$ cat src/rtl/native_bus_arbiter.sv
// native_bus_arbiter: shares one native memory port between the instruction
// fetch read port and the data read/write port of the core.
// Reads are arbitrated with at most one read outstanding; the data master's
// write channel is passed straight through to the memory.
// Build option: define ARB_ROUND_ROBIN_EN to break simultaneous read requests
// by alternating masters; otherwise the data master always wins a tie.
module native_bus_arbiter #(
  parameter int ADDR_WIDTH = 32,
  parameter int DATA_WIDTH = 32,
  parameter int RESP_WIDTH = 2
) (
  input  logic                  clk,
  input  logic                  rst,
  // instruction master read
  input  logic                  i_r_addr_valid,
  input  logic [ADDR_WIDTH-1:0] i_r_addr,
  output logic                  i_r_addr_ready,
  output logic                  i_r_data_valid,
  output logic [DATA_WIDTH-1:0] i_r_data,
  input  logic                  i_r_data_ready,
  // data master read
  input  logic                  d_r_addr_valid,
  input  logic [ADDR_WIDTH-1:0] d_r_addr,
  output logic                  d_r_addr_ready,
  output logic                  d_r_data_valid,
  output logic [DATA_WIDTH-1:0] d_r_data,
  input  logic                  d_r_data_ready,
  // data master write
  input  logic                  d_w_data_addr_valid,
  input  logic [DATA_WIDTH-1:0] d_w_data,
  input  logic [ADDR_WIDTH-1:0] d_w_addr,
  output logic                  d_w_data_addr_ready,
  output logic                  d_w_resp_valid,
  output logic [RESP_WIDTH-1:0] d_w_resp,
  input  logic                  d_w_resp_ready,
  // memory read
  output logic                  m_r_addr_valid,
  output logic [ADDR_WIDTH-1:0] m_r_addr,
  input  logic                  m_r_addr_ready,
  input  logic                  m_r_data_valid,
  input  logic [DATA_WIDTH-1:0] m_r_data,
  output logic                  m_r_data_ready,
  // memory write
  output logic                  m_w_data_addr_valid,
  output logic [DATA_WIDTH-1:0] m_w_data,
  output logic [ADDR_WIDTH-1:0] m_w_addr,
  input  logic                  m_w_data_addr_ready,
  input  logic                  m_w_resp_valid,
  input  logic [RESP_WIDTH-1:0] m_w_resp,
  output logic                  m_w_resp_ready
);

  localparam logic [1:0] ST_IDLE = 2'd0;
  localparam logic [1:0] ST_ADDR = 2'd1;
  localparam logic [1:0] ST_DATA = 2'd2;
  localparam logic [1:0] ST_RESP = 2'd3;

  localparam logic OWNER_D = 1'b0;
  localparam logic OWNER_I = 1'b1;

  logic [1:0]            state_q, state_d;
  logic [ADDR_WIDTH-1:0] addr_q,  addr_d;
  logic [DATA_WIDTH-1:0] data_q,  data_d;
  logic                  owner_q, owner_d;
  logic                  last_q,  last_d;

  logic tie_to_i;
  logic gnt_i;
  logic gnt_d;

  // Tie-break and grant selection among pending read requests.
  always_comb begin
`ifdef ARB_ROUND_ROBIN_EN
    // Favour whichever master was not served last.
    tie_to_i = (last_q == OWNER_D);
`else
    tie_to_i = 1'b0;
`endif
    gnt_i = i_r_addr_valid & (~d_r_addr_valid | tie_to_i);
    gnt_d = d_r_addr_valid & (~i_r_addr_valid | ~tie_to_i);
  end

  // Read FSM: next state, datapath capture and handshake outputs.
  always_comb begin
    state_d        = state_q;
    addr_d         = addr_q;
    data_d         = data_q;
    owner_d        = owner_q;
    last_d         = last_q;
    i_r_addr_ready = 1'b0;
    d_r_addr_ready = 1'b0;
    m_r_addr_valid = 1'b0;
    m_r_data_ready = 1'b0;
    i_r_data_valid = 1'b0;
    d_r_data_valid = 1'b0;
    case (state_q)
      ST_IDLE: begin
        i_r_addr_ready = gnt_i;
        d_r_addr_ready = gnt_d;
        // A grant implies the matching valid, so a grant is a handshake.
        if (gnt_i) begin
          addr_d  = i_r_addr;
          owner_d = OWNER_I;
          last_d  = OWNER_I;
          state_d = ST_ADDR;
        end else if (gnt_d) begin
          addr_d  = d_r_addr;
          owner_d = OWNER_D;
          last_d  = OWNER_D;
          state_d = ST_ADDR;
        end else begin
          state_d = ST_IDLE;
        end
      end
      ST_ADDR: begin
        m_r_addr_valid = 1'b1;
        if (m_r_addr_ready) begin
          state_d = ST_DATA;
        end else begin
          state_d = ST_ADDR;
        end
      end
      ST_DATA: begin
        m_r_data_ready = 1'b1;
        if (m_r_data_valid) begin
          data_d  = m_r_data;
          state_d = ST_RESP;
        end else begin
          state_d = ST_DATA;
        end
      end
      ST_RESP: begin
        // Only the owner sees the returned word; data_q holds while stalled.
        if (owner_q == OWNER_I) begin
          i_r_data_valid = 1'b1;
          if (i_r_data_ready) begin
            state_d = ST_IDLE;
          end else begin
            state_d = ST_RESP;
          end
        end else begin
          d_r_data_valid = 1'b1;
          if (d_r_data_ready) begin
            state_d = ST_IDLE;
          end else begin
            state_d = ST_RESP;
          end
        end
      end
      default: begin
        state_d = ST_IDLE;
      end
    endcase
  end

  // State and datapath registers; reset discards any in-flight read.
  always_ff @(posedge clk or posedge rst) begin
    if (rst) begin
      state_q <= ST_IDLE;
      addr_q  <= '0;
      data_q  <= '0;
      owner_q <= OWNER_D;
      last_q  <= OWNER_D;
    end else begin
      state_q <= state_d;
      addr_q  <= addr_d;
      data_q  <= data_d;
      owner_q <= owner_d;
      last_q  <= last_d;
    end
  end

  assign m_r_addr = addr_q;
  assign i_r_data = data_q;
  assign d_r_data = data_q;

  // Write channel belongs to the data master and bypasses the read FSM.
  assign m_w_data_addr_valid = d_w_data_addr_valid;
  assign m_w_data            = d_w_data;
  assign m_w_addr            = d_w_addr;
  assign d_w_data_addr_ready = m_w_data_addr_ready;
  assign d_w_resp_valid      = m_w_resp_valid;
  assign d_w_resp            = m_w_resp;
  assign m_w_resp_ready      = d_w_resp_ready;

endmodule

$ cat config.mk
export PLATFORM = sky130hd
export DESIGN_NAME = native_bus_arbiter
export DESIGN_NICKNAME = d
export VERILOG_FILES = /design/src/rtl/native_bus_arbiter.sv
export SDC_FILE = /design/constraint.sdc
export NUM_CORES = 1
export LEC_CHECK = 0
export BUFFER_PORTS_ARGS = -buffer_cell sky130_fd_sc_hd__buf_2
export CELL_PAD_IN_SITES_DETAIL_PLACEMENT = 0
export CELL_PAD_IN_SITES_GLOBAL_PLACEMENT = 1
export CORE_AREA = 3 3 135 137
export DETAILED_ROUTE_END_ITERATION = 10
export DIE_AREA = 0 0 138 140
export PLACE_DENSITY_LB_ADDON = 0.15
export RECOVER_POWER = 25
export SLEW_MARGIN = 40
export SYNTH_ARGS = -nofsm -noshare
export SYNTH_HDL_FRONTEND = slang
export SYNTH_SLANG_ARGS = --single-unit
$ cat constraint.sdc
create_clock -name clk -period 1.8 [get_ports clk]
set_input_delay 0.18 -clock clk [delete_from_list [all_inputs] [get_ports clk]]
set_output_delay 0.18 -clock clk [all_outputs]
set_load 0.1 [all_outputs]
Yosys cells after proc, flatten, opt, wreduce, memory -nomap -nowiden
Index checks and enable logic that the tools add are counted.
Cells by class
  add/subtract/negate cells: 0
  multiply operators: 0
  magnitude comparators: 0
  shifts and indexed selects: 0
  reductions and logical operators: 4
  div/mod/pow operators: 0
  bitwise logic cells: 2
  mux-type cells: 20
  equality and inequality tests: 3
Operator list (number)
  $mux W32: 2
  $mux W1: 13
  $mux W2: 4
  $pmux W2 S4: 1
  $eq A2 B2 Y1 const B: 2
  $reduce_and A2 Y1: 2
  $eq A2 B1 Y1 const B: 1
  $logic_not A2 Y1: 1
  $reduce_bool A2 Y1: 1
  $and A1 B1 Y1: 1
  $not A1 Y1: 1
Word-level totals
  input port bits: 174
  bits in latches: 0
  word-level logic and storage cells: 33
  RAM bits: 0
  flip-flop bits (word level): 67
  memories kept: 0
  ROM bits: 0

Longest topological paths before layout
  word-level depth: 4
  mapped depth: 5
  depth with buffers taken out: 3

Worst setup path before layout
Ideal clock, no wire load.
  path kind: flip-flop to flip-flop
  start: register state_q[0]
  end: register state_q[0]
  clock period less this slack: 2.181 ns
  data required time: 1.722 ns
  data arrival time: 2.103 ns
  slack: -0.381 ns
  path buffers: 0
  cell stages (with the launch flop): 4
  setup time: 0.078 ns
  cell sequence: dfrtp_1 nor2b_1 a22oi_1 nand3b_1
Between the ends
  longest elaborated chain between the ends: 2
RTL lines
  from (decl): RTL line 61  | logic [1:0] state_q, state_d;
  from (signal assigned): RTL line 165  | state_q <= state_d;
  $eq A2 B2 Y1, or another cell as far along: RTL line 96  | case (state_q)
  $pmux W2 S4 (*): RTL line 96
  named net state_d[0]: RTL line 61
Mark *: on every way through the listed nets, which the timed path passes. The rest lies on a longest branch.
A chain may end at the register's enable or synchronous reset.

Final worst setup path
  start: register state_q[0]
  end: output port m_r_data_ready
Between the ends
  longest elaborated chain between the ends: 2
RTL lines
  $eq A2 B2 Y1: RTL line 96
  $mux W1: RTL line 96
  to (decl): RTL line 42  | output logic m_r_data_ready,
Every way passes these cells.

==> reports/qor.csv <==
metric,value,unit
ios,346,
dieHeight,140,um
top_layer,met4,
cts.path.max_buffers,2,
drc,0,
hold_end,d_r_data[0],
wirelength,9.155,mm
yosys.cell_count.top_type,buf_4,
cts_sinks,67,
rsz0062_at_grt,no,
synth-seq-cells,67,
cp_num_buf_inv,1,
wl_met1,3.639,mm
hold_path.class,input port to flop,
cap_viol_max_count,0,
crit_type,flop to output port,
layout-drive-gt1-share,72.71,%
critPathLaunchType,flop,
antenna_found_initial,0,
synth_cells,298,
grt_pass1_wl,14.55,mm
path_cells,and2b_2 > buf_2,
r2r-start,state_q[1],
met3_length,920,um
hpwl,7.188,mm
cts.clk_slew.worst_paths,60,ps
slowest_stage,buf_2,
r2r_end,m_r_addr[28],
period_needed,1671,ps
vias_per_cell,3.803,
synth_area_leader_cell,dfrtp_1,
end_kind,output port,
hold_buffers,1,
grt.total_usage,9.610,%
fin_skew,5.937,ps
die_w,138,um
ff2ff_path_depth,4,
async_flop_share,100.0,%
cp_max_fo,7,
initial_core_util,23.32,%
cp.required,1620,ps
fin_crit_sh,92.85,%
cp.arrival,1490,ps
num_rows,48,
cts_max_level,3,
slowest_delay,450,ps
finalMaxSlewViolations,0,
post_cts_resized,0,
crit_family,buffers and inverters,
tightestPinTransition,845.7,ps
dieArea,19320,sq um
cts_root_buffer,clkbuf_16,
syn_nets,472,
min_path_cells,2,
synthDistinctLibCells,23,
syn_avg_cell_area,13.44,sq um
outcome,finished clean,
slew_headroom,43.62,%
worst-r2r-setup-slack,180,ps
hp-start,m_r_data[0],
grt_overflow_total,0,
syn2layout_area_growth,21.52,%
drtIter0Drc,44,
ant_nets,0,
numCtsBuffers,9,
routedWlPerCell,14.33,um
numPortBuffers,205,
core,17180,sq um
first_pass_iters,4,
synth_commonest_cells,"103 x buf_4, 67 x dfrtp_1, 58 x mux2_4",
synth_warnings,0,
clk_latency,330,ps
cts_setup_buffers,0,
fillCellCount,1835,
yosys.area.top_type_share,41.86,%
fmax,598.4,MHz
setup_tns,0,ps
grt_pass1_vias,2660,
grt_max_degree,35,
num_vias,2430,
ys_seq_area_share,41.86,%
hold_violations,0,
timing.final.setup_violations,0,
synth-main-ff-cell,dfrtp_1,
gp_congestion,0.7086,
layout.nets,583,
wl_met2,4.373,mm
synth_edf_count,0,
n_antenna_cell,0,
synth_top_cells_by_area,"dfrtp_1 42%, mux2_4 22%, buf_4 19%, mux2_1 8.4%, mux2_2 2.2%",
cts_tree,built,
syn-cell-area,4005,sq um
==> worst max path at each step <==
stage,to,cells past startpoint,startpoint,slack [ps]
3_5_place_dp,m_r_addr[28],4,state_q[1],160
6_report,m_r_data_ready,2,state_q[0],130
3_3_place_gp,m_r_addr[28],4,state_q[1],240
2_1_floorplan,d_r_data[0],4,state_q[0],50
5_1_grt,d_r_data_valid,3,state_q[1],50
4_1_cts,m_r_data_ready,2,state_q[0],110
==> area by class of cell <==
| class | count | area [sq um] | share of cell area [%] |
|---|---|---|---|
| clock buffers | 9 | 225.2 | 4.627 |
| clock inverters | 7 | 77.57 | 1.594 |
| inverters | 2 | 11.26 | 0.2314 |
| multi-input cells | 116 | 1430 | 29.38 |
| flip-flops and latches | 67 | 1677 | 34.45 |
| well taps | 225 | 281.5 | 5.784 |
| repair buffers | 213 | 1165 | 23.93 |
==> metal layers <==
layer / vias up / GRT usage [%]
li1: 1119 / -
met1: 1134 / 10.68
met2: 146 / 15.78
met3: 31 / 4.336
met4: 0 / 4.524
met5: - / 0
==> cells in the final DEF, fill, tap and decap left out, drive strengths merged <==
| cell type | count |
|---|---|
| a21oi | 2 |
| a22oi | 1 |
| and2 | 2 |
| and2b | 1 |
| and3 | 1 |
| buf | 210 |
| bufinv | 1 |
| clkbuf | 11 |
| clkinv | 4 |
| clkinvlp | 2 |
| dfrtp | 67 |
| dlygate4sd3 | 1 |
| inv | 2 |
| mux2 | 96 |
| mux2i | 1 |
| nand2 | 2 |
| nand3 | 1 |
| nand3b | 1 |
| nor2 | 5 |
| nor2b | 2 |
| o21a | 1 |
==> cells by family (layout without fill, tap and decap cells) <==
logic type / Yosys count / after routing / share of synthesized area [%]
AOI/OAI and AO/OA: 4 / 4 / 0.6562
and+or+nand+nor: 15 / 15 / 2.218
buffers and inverters: 115 / 231 / 22.59
muxes: 97 / 97 / 32.68
DFF: 67 / 67 / 41.86
==> sequential cells by signal, summed over array words and instances, names as in the netlist <==
| register | flops |
|---|---|
| state_q | 2 |
| d_r_data | 32 |
| m_r_addr | 32 |
| owner_q | 1 |
==> through the flow <==
stage / utilization (%) / instance area, sq um / hold WS, ps / setup slack (ps) / cells
after floorplan: - / 4015 / 311.7 / 47.55 / 298
after global placement: 26.54 / 4558 / 346.1 / 244.9 / 622
after detailed placement: 26.54 / 4558 / 343.0 / 164.5 / 622
after CTS: 28.36 / 4871 / 28.93 / 110.4 / 639
after global routing: 28.34 / 4867 / 31.71 / 47.95 / 639
final: 28.34 / 4867 / 51.78 / 128.8 / 639
Power is not shown: default switching activity piles up to over one toggle a cycle in this logic, so the estimate is an artifact.
